### src/rtl/fft8_pkg.sv
// Shared constants, state encoding and helpers for the 8-point FFT sequencer.
package fft8_pkg;

  localparam int N                   = 8;
  localparam int LOG2N               = 3;
  localparam int ROM_LATENCY_DEFAULT = 2;

  typedef enum logic [2:0] {
    ST_IDLE    = 3'd0,
    ST_LOAD    = 3'd1,
    ST_COMPUTE = 3'd2,
    ST_GAP     = 3'd3,
    ST_DRAIN   = 3'd4
  } state_e;

  typedef struct packed {
    logic             valid;
    logic [1:0]       stage;
    logic [LOG2N-1:0] addr_a;
    logic [LOG2N-1:0] addr_b;
  } bf_op_t;

  function automatic logic [LOG2N-1:0] bitrev3(input logic [LOG2N-1:0] v);
    return {v[0], v[1], v[2]};
  endfunction

endpackage

### src/rtl/fft8_align_pipe.sv
// Fixed-depth, never-stalled delay line that lines butterfly operands up with
// the twiddle ROM output.
module fft8_align_pipe
  import fft8_pkg::*;
#(
  parameter int DEPTH = ROM_LATENCY_DEFAULT
) (
  input  logic   clk,
  input  logic   rst,
  input  bf_op_t d_i,
  output bf_op_t q_o
);

  for (genvar gi = 0; gi < DEPTH; gi++) begin : g_stage
    bf_op_t op_q;
    if (gi == 0) begin : g_head
      always_ff @(posedge clk) begin
        if (rst) op_q <= '0;
        else     op_q <= d_i;
      end
    end else begin : g_tail
      always_ff @(posedge clk) begin
        if (rst) op_q <= '0;
        else     op_q <= g_stage[gi-1].op_q;
      end
    end
  end

  assign q_o = g_stage[DEPTH-1].op_q;

endmodule

### src/rtl/fft8_sequencer.sv
// Load / compute / drain controller for an 8-point radix-2 DIT FFT: bit-reversed
// load addresses, twiddle indices and ROM-aligned butterfly operand addresses.
module fft8_sequencer
  import fft8_pkg::*;
#(
  parameter int ROM_LATENCY  = ROM_LATENCY_DEFAULT,
  parameter int STAGE_GAP    = 4,
  parameter int DRAIN_CYCLES = 4
) (
  input  logic             clk,
  input  logic             rst,
  input  logic             start,
  input  logic             in_valid,
  output logic             in_ready,
  output logic             ld_wr_en,
  output logic [LOG2N-1:0] ld_wr_addr,
  output logic [LOG2N-1:0] tw_index,
  output logic             bf_valid,
  output logic [1:0]       bf_stage,
  output logic [LOG2N-1:0] bf_addr_a,
  output logic [LOG2N-1:0] bf_addr_b,
  output logic             busy,
  output logic             done
);

  localparam logic [7:0] GAP_LAST   = 8'(STAGE_GAP - 1);
  localparam logic [7:0] DRAIN_LAST = 8'(DRAIN_CYCLES - 1);

  state_e           state_q, state_d;
  logic [LOG2N-1:0] n_q, n_d;
  logic [1:0]       s_q, s_d;
  logic [1:0]       j_q, j_d;
  logic [7:0]       cnt_q, cnt_d;
  logic             in_ready_q, in_ready_d;
  logic             ld_wr_en_q, ld_wr_en_d;
  logic [LOG2N-1:0] ld_wr_addr_q, ld_wr_addr_d;
  logic [LOG2N-1:0] tw_q, tw_d;
  logic             busy_q, busy_d;
  logic             done_q, done_d;
  bf_op_t           issue_q, issue_d;
  bf_op_t           pipe_out;

  logic [LOG2N-1:0] span, k, g, addr_a, addr_b, tw;

  // Butterfly j of stage s: pairs are span apart, grouped in blocks of 2*span.
  always_comb begin
    span   = 3'd1 << s_q;
    k      = {1'b0, j_q} & (span - 3'd1);
    g      = {1'b0, j_q} >> s_q;
    addr_a = (g << (s_q + 2'd1)) + k;
    addr_b = addr_a + span;
    tw     = k << (2'd2 - s_q);
  end

  always_comb begin
    state_d      = state_q;
    n_d          = n_q;
    s_d          = s_q;
    j_d          = j_q;
    cnt_d        = cnt_q;
    ld_wr_en_d   = 1'b0;
    ld_wr_addr_d = ld_wr_addr_q;
    tw_d         = tw_q;
    issue_d      = '0;
    done_d       = 1'b0;

    case (state_q)
      ST_IDLE: begin
        n_d = '0;
        // done_q marks the first IDLE cycle; a start there belongs to the old run.
        if (start && !done_q) state_d = ST_LOAD;
      end
      ST_LOAD: begin
        if (in_valid) begin
          ld_wr_en_d   = 1'b1;
          ld_wr_addr_d = bitrev3(n_q);
          n_d          = n_q + 3'd1;
          if (n_q == 3'd7) begin
            state_d = ST_COMPUTE;
            s_d     = '0;
            j_d     = '0;
          end
        end
      end
      ST_COMPUTE: begin
        tw_d           = tw;
        issue_d.valid  = 1'b1;
        issue_d.stage  = s_q;
        issue_d.addr_a = addr_a;
        issue_d.addr_b = addr_b;
        j_d            = j_q + 2'd1;
        if (j_q == 2'd3) begin
          cnt_d   = '0;
          state_d = (s_q == 2'd2) ? ST_DRAIN : ST_GAP;
        end
      end
      ST_GAP: begin
        cnt_d = cnt_q + 8'd1;
        if (cnt_q == GAP_LAST) begin
          s_d     = s_q + 2'd1;
          j_d     = '0;
          state_d = ST_COMPUTE;
        end
      end
      ST_DRAIN: begin
        // cnt tracks cycles since the most recent bf_valid on the outputs.
        if (pipe_out.valid) begin
          cnt_d = 8'd1;
        end else begin
          cnt_d = cnt_q + 8'd1;
          if (cnt_q == DRAIN_LAST) begin
            state_d = ST_IDLE;
            done_d  = 1'b1;
          end
        end
      end
      default: state_d = ST_IDLE;
    endcase

    in_ready_d = (state_d == ST_LOAD);
    busy_d     = (state_d != ST_IDLE);
  end

  always_ff @(posedge clk) begin
    if (rst) begin
      state_q      <= ST_IDLE;
      n_q          <= '0;
      s_q          <= '0;
      j_q          <= '0;
      cnt_q        <= '0;
      in_ready_q   <= 1'b0;
      ld_wr_en_q   <= 1'b0;
      ld_wr_addr_q <= '0;
      tw_q         <= '0;
      busy_q       <= 1'b0;
      done_q       <= 1'b0;
      issue_q      <= '0;
    end else begin
      state_q      <= state_d;
      n_q          <= n_d;
      s_q          <= s_d;
      j_q          <= j_d;
      cnt_q        <= cnt_d;
      in_ready_q   <= in_ready_d;
      ld_wr_en_q   <= ld_wr_en_d;
      ld_wr_addr_q <= ld_wr_addr_d;
      tw_q         <= tw_d;
      busy_q       <= busy_d;
      done_q       <= done_d;
      issue_q      <= issue_d;
    end
  end

  // issue_q moves with tw_index; the pipe adds the ROM's own latency.
  fft8_align_pipe #(
    .DEPTH (ROM_LATENCY)
  ) u_align (
    .clk (clk),
    .rst (rst),
    .d_i (issue_q),
    .q_o (pipe_out)
  );

  assign in_ready   = in_ready_q;
  assign ld_wr_en   = ld_wr_en_q;
  assign ld_wr_addr = ld_wr_addr_q;
  assign tw_index   = tw_q;
  assign busy       = busy_q;
  assign done       = done_q;
  assign bf_valid   = pipe_out.valid;
  assign bf_stage   = pipe_out.stage;
  assign bf_addr_a  = pipe_out.addr_a;
  assign bf_addr_b  = pipe_out.addr_b;

endmodule

### config.mk
export PLATFORM = sky130hd
export DESIGN_NAME = fft8_sequencer
export DESIGN_NICKNAME = d
export VERILOG_FILES = /design/src/rtl/fft8_pkg.sv /design/src/rtl/fft8_align_pipe.sv /design/src/rtl/fft8_sequencer.sv
export SDC_FILE = /design/constraint.sdc
export NUM_CORES = 1
export LEC_CHECK = 0
export CORE_MARGIN = 4
export CORE_UTILIZATION = 55
export DETAILED_ROUTE_END_ITERATION = 10
export PLACE_DENSITY_LB_ADDON = 0.15
export SYNTH_ARGS = -nofsm -noshare
export SYNTH_HDL_FRONTEND = slang
export SYNTH_SLANG_ARGS = --single-unit
export TNS_END_PERCENT = 20
### constraint.sdc
create_clock -name clk -period 3.05 [get_ports clk]
set_input_delay 0.305 -clock clk [delete_from_list [all_inputs] [get_ports clk]]
set_output_delay 0.305 -clock clk [all_outputs]
set_load 0.02 [all_outputs]
Yosys cells after proc, flatten, opt, wreduce, memory -nomap -nowiden
Cells that the tools add are included.
{"block": "word_totals", "in_bits": 4, "register_bits": 55, "out_inout_bits": 19}
{"block": "classes", "n_shift": 4, "n_mux": 23, "n_eq_ne": 13, "n_bitwise": 4, "n_addsub": 8, "reduce_logical": 16}
{"op": "3-bit two-way mux", "count": 9}
{"op": "8-bit one-hot mux with 3 select lines", "count": 1}
{"op": "8-bit two-way mux", "count": 2}
{"op": "3-bit one-hot mux with 5 select lines", "count": 1}
{"op": "9-bit two-way mux", "count": 1}
{"op": "3-bit nonzero test", "count": 3}
{"op": "8-bit by 1-bit adder with 8-bit output, second input constant", "count": 1}
{"op": "8-bit by 2-bit equality test with 1-bit output, second input constant", "count": 1}
{"op": "2-bit two-way mux", "count": 4}
{"op": "2-bit != test, second input constant", "count": 4}
{"op": "4-bit AND reduction", "count": 2}
{"op": "3-bit adder", "count": 2}
{"op": "3-bit by 1-bit equality test with 1-bit output, second input constant", "count": 2}
{"op": "3-bit by 2-bit equality test with 1-bit output, second input constant", "count": 2}
{"op": "3-bit equality test, second input constant", "count": 2}
{"op": "2-bit one-hot mux with 3 select lines", "count": 1}
{"op": "3-bit one-hot mux with 2 select lines", "count": 1}
{"op": "2-bit AND reduction", "count": 3}
{"op": "3-bit by 2-bit << shifter with 3-bit output", "count": 2}
{"op": "2-bit by 1-bit adder with 2-bit output, second input constant", "count": 2}
{"op": "2-bit equality test, second input constant", "count": 2}
{"op": "2-bit one-hot mux with 2 select lines", "count": 1}
{"op": "2-bit nonzero test", "count": 2}
{"op": "2-bit OR reduction", "count": 2}
{"op": "12 further kinds", "count": 15}

Logic depth before layout (Yosys ltp)
{"block": "logic_depth", "word_depth": 6, "depth_mapped": 11, "depth_no_buf": 9}

Hierarchy
Synthesis repeated with hierarchy kept, for this count alone.
{"block": "hier_totals", "hier_cells": 230, "area_unflattened_um2": 2317.2}
{"mod": "fft8_sequencer", "area_per_inst_um2": 1828.0, "cells_per_inst": 193, "n_inst": 1}
{"mod": "fft8_align_pipe", "area_per_inst_um2": 489.2, "cells_per_inst": 37, "n_inst": 1}

Least setup slack after synthesis
No wires, ideal clock.
{"block": "synth_path", "path_type": "register to register", "from": "register s_q[0]", "to": "register issue_q[2] (netlist name)", "path_stages_with_launch": 11, "t_arrival_ns": 2.704, "t_required_ns": 2.985, "setup_slack_ns": 0.281, "path_cell_list": "dfxtp_1 > buf_2 > inv_1 > ha_1 > buf_2 > nor4b_1 > fa_1 > fa_1 > xor2_1 > xnor3_1 > nor2_1"}
{"block": "synth_between", "elab_chain_len": 5, "word_cells_on_any_way": 8, "classes_between": "add/sub (4); shift (3); bitwise (1)"}
{"element": "start: declaration", "line_no": "fft8_sequencer.sv:31", "rtl": "logic [1:0] s_q, s_d;"}
{"element": "start signal: assignment", "line_no": "fft8_sequencer.sv:128", "rtl": "s_q <= '0;"}
{"element": "start signal: assignment", "line_no": "fft8_sequencer.sv:141", "rtl": "s_q <= s_d;"}
{"element": "1-bit by 2-bit << shifter with 3-bit output", "line_no": "fft8_sequencer.sv:47", "rtl": "span = 3'd1 << s_q;"}
{"element": "3-bit by 1-bit subtractor with 3-bit output", "line_no": "fft8_sequencer.sv:48", "rtl": "k = {1'b0, j_q} & (span - 3'd1);"}
{"element": "2-bit by 3-bit bitwise AND with 3-bit output", "line_no": "fft8_sequencer.sv:48"}
{"element": "3-bit adder (*)", "line_no": "fft8_sequencer.sv:50", "rtl": "addr_a = (g << (s_q + 2'd1)) + k;"}
{"element": "net addr_a[1]", "line_no": "fft8_sequencer.sv:43", "rtl": "logic [LOG2N-1:0] span, k, g, addr_a, addr_b, tw;"}
{"element": "3-bit adder (*)", "line_no": "fft8_sequencer.sv:51", "rtl": "addr_b = addr_a + span;"}
{"element": "end signal: assignment", "line_no": "fft8_sequencer.sv:150", "rtl": "issue_q <= issue_d;"}
{"element": "end: declaration", "line_no": "fft8_sequencer.sv:40", "rtl": "bf_op_t issue_q, issue_d;"}
The timed path passes the listed nets; every way through them passes the cells marked *.
A chain may end at the register's enable or synchronous reset.

Worst setup path in the final report
{"block": "layout_path", "from": "register s_q[1]", "to": "register issue_q[2] (netlist name)"}
The elaborated chain is that of the path after synthesis.

==> summary.md <==
| Metric | Value |
|---|---|
| Final Skew | `0.006437 ns` |
| Dpl cells | `302` |
| Post-cts sizing count | `0` |
| H-tree Lvls | `2` |
| Ant. Diodes | `0` |
| CTS Sinks | `55` |
| IO buf count | `22` |
| Slew margin rel. | `0.6081` |
| Initial Utilization | `0.5758` |
| Io pins | `23` |
| M3 GR Usage | `0.03030` |
| Max Cap Viol | `0` |
| Final cell count without fillers | `310` |
| Slowest stage cell, crit path | `fa_1` |
| Die area | `between 5000 and 6000 µm²` |
| Req. time, crit path | `3.30 ns` |
| Primary FF master, synth | `dfxtp_1` |
| Fraction of layout cells with a size suffix above 1 | `0.09615` |
| Crit-path most repeated cell | `fa_1` |
| NumNets Final | `274` |
| Max incr delay on CP | `roughly 0.54 ns` |
| Crit path cell chain | `inv_1 > ha_1 > nor4b_1 > fa_1 > fa_1 > xor2_1 > xnor3_1 > nor2_1` |
| End-of-flow core utilization | `0.6630` |
| Residual DRC | `0` |
| Critical path class | `flip-flop to flip-flop` |
| Fmax | `roughly 340 MHz` |
| Crit path DAT | `3.18 ns` |
| Pwr dens | `~450 nW/µm²` |
| Later-pin clock latency in the skew report | `0.31 ns` |
| Total power | `1.193 mW` |
| Fill cells | `344` |
| EDFF count, synth | `0` |
| Final min period | `approximately 2.9 ns` |
| Initial antenna violation count | `0` |
| Pins Over Slew Limit | `0` |
| Reg clk slew, reported paths | `0.10 ns` |
| CP Capture Type | `flip-flop` |
| Final-report hold violation count | `0` |
| CP startpoint kind | `flip-flop` |
| Max rail drop VDD | `0.0002408 V` |
| Setup repair bufs after CTS | `0` |
| Largest cells by area after synthesis | `dfxtp_1 47%, nor2b_1 5.9%, ha_1 4.9%` |
| Hold crit path type | `flip-flop to flip-flop` |
| Die span in y | `72.95 µm` |
| Router iterations before antenna repair | `4` |
| Maximum fanout along the worst path | `8` |
| Clock buffer count from CTS | `5` |
| Measured slew at the worst slew-check pin | `0.5866 ns` |
| Critical path buffer and inverter count | `1` |
| Outcome | `finished, final reports clean` |
| Synth top area share | `0.4746` |
| Global route hottest layer | `met2` |
| DR vias | `1662` |
| Area grow syn2layout | `15.16%` |
| Largest net degree at the start of global routing | `22` |
| Leak | `0.9974 nW` |
| Clock root cell | `clkbuf_8` |
| Final setup fails | `0` |
| First-iteration detailed-routing DRC count | `71` |
| Delay-heaviest family, CP | `adder cells` |
| YS warnings | `0` |
| Syn Inst Count | `between 200 and 250` |
| Bufs on Longest Clock Path | `2` |
| Reg area | `around 1100 µm²` |
| Async set-reset flop share out of synthesis | `0` |
| First-pass GRT wire length | `7.072 mm` |
| Placer Congestion | `around 0.8` |
| WL final | `3.992 mm` |
| Yosys top cell by area | `dfxtp_1` |
| HPWL after detailed placement | `2.863 mm` |
| Number of vias per cell | `5.361` |
| Post-Syn Nets | `252` |
| M1 GR Usage | `0.2206` |
| Synth top cells by count | `55 x dfxtp_1, 22 x nor2b_1, 20 x nor2_1` |
| Post-synthesis cell type count | `56` |
| Hold Buf Count CTS | `0` |
| Period utilisation layout | `0.9592` |
| Vias in the first global route | `1609` |
| Die width | `between 70 and 80 µm` |
| #FFs+latches synth | `55` |
| Routed len/inst | `12.88 µm` |
| TritonCTS clock tree | `built` |
| Total Routing Usage GR | `0.1664` |
| Met2 GRT Util | `0.2655` |
| Core ar. | `4029 µm²` |
| Row count | `23` |
| TNS Setup | `0 ns` |
| RSZ-0062 raised after global routing | `no` |
| Antenna-violating nets left | `0` |
| Sequential area share after synthesis | `0.4746` |
| Multi-input gate area | `1125 µm²` |
| Mean Syn Cell Area | `9.788 µm²` |
| Cell with the most instances after synthesis | `dfxtp_1` |
| Grt ovf | `0` |
| Synthesized area | `2320 µm²` |
## worst register-to-register path: stages (launching register included)
cell     delay, ns
dfxtp_1       0.47
inv_1         0.13
ha_1          0.40
nor4b_1       0.45
fa_1          0.54
fa_1          0.42
xor2_1        0.16
xnor3_1       0.22
nor2_1        0.09
## registers in the layout (all words and copies together), names as in the netlist
signal and count:
n_q 3, issue_q 9, cnt_q 8, s_q 2, u_align.g_stage.op_q 9, ld_wr_en 1
u_align.q_o 9, j_q 2, in_ready 1, state_q 3, tw_index 3, ld_wr_addr 3
done 1, busy 1
## logic make-up after synthesis
logic type | Yosys count | share of synthesized area
adders and majority gates | 11 | 0.06581
buffers and inverters | 20 | 0.04045
AOI/OAI and AO/OA | 46 | 0.1354
xor gates and xnor gates | 4 | 0.02104
and+or+nand+nor | 96 | 0.2411
DFF | 55 | 0.4747
muxes | 5 | 0.02158
## stage by stage
step / cell area [µm²] / hold slack, ns / setup WS (ns)
3_3_place_gp: 2576 / 0.4189 / 0.3010
3_5_place_dp: 2576 / 0.4220 / 0.1290
6_report: 2671 / 0.4428 / 0.1246
5_1_grt: 2671 / 0.4554 / 0.005115
2_1_floorplan: 2320 / 0.4138 / 0.2812
4_1_cts: 2671 / 0.4464 / 0.1201
## report_power, final
part / total, mW / internal (mW) / switching, mW
Combinational: 0.0483 / 0.0204 / 0.0279
Clock: 0.418 / 0.169 / 0.249
Sequential: 0.727 / 0.722 / 0.00450
Total: 1.19 / 0.912 / 0.281
## worst paths after layout
path	slack, ns	cells after the start	endpoint	start
worst max-delay path	0.12	8	issue_q[2]	s_q[1]
worst min-delay path	0.44	1	u_align.g_stage[0].op_q[4]	issue_q[4]
worst max register to register	0.12	8	issue_q[2]	s_q[1]
worst min register to register	0.44	1	u_align.g_stage[0].op_q[4]	issue_q[4]
## cells in the final DEF (no fill, tap or decap), types with 5 or more instances in the layout
cell | Yosys | layout
inv_1 | 8 | 8
clkbuf_8 | 0 | 5
ha_1 | 9 | 9
dfxtp_1 | 55 | 55
mux2i_1 | 5 | 5
nor2b_1 | 22 | 22
a21oi_1 | 15 | 15
buf_4 | 1 | 5
clkdlybuf4s50_1 | 0 | 22
and2_1 | 6 | 6
o21ai_0 | 8 | 8
nor2_1 | 20 | 20
nand2_1 | 12 | 12
nand3_1 | 5 | 5
## layer usage
metal / share of wire / vias to the layer above
li1: - / 865
met1: 0.50 / 760
met2: 0.45 / 32
met3: 0.039 / 5
met4: 0.012 / 0
met5: 0 / -
## final cells by class
type                       count  share of cell area
sequential                    55              0.4122
tap                           50             0.02342
timing repair buffer          27             0.09649
clock buffer                   5             0.02576
inverter                       8             0.01124
clock inverter                 3            0.009836
multi-input combinational    162              0.4211
Power figures use the tool's default switching activity.
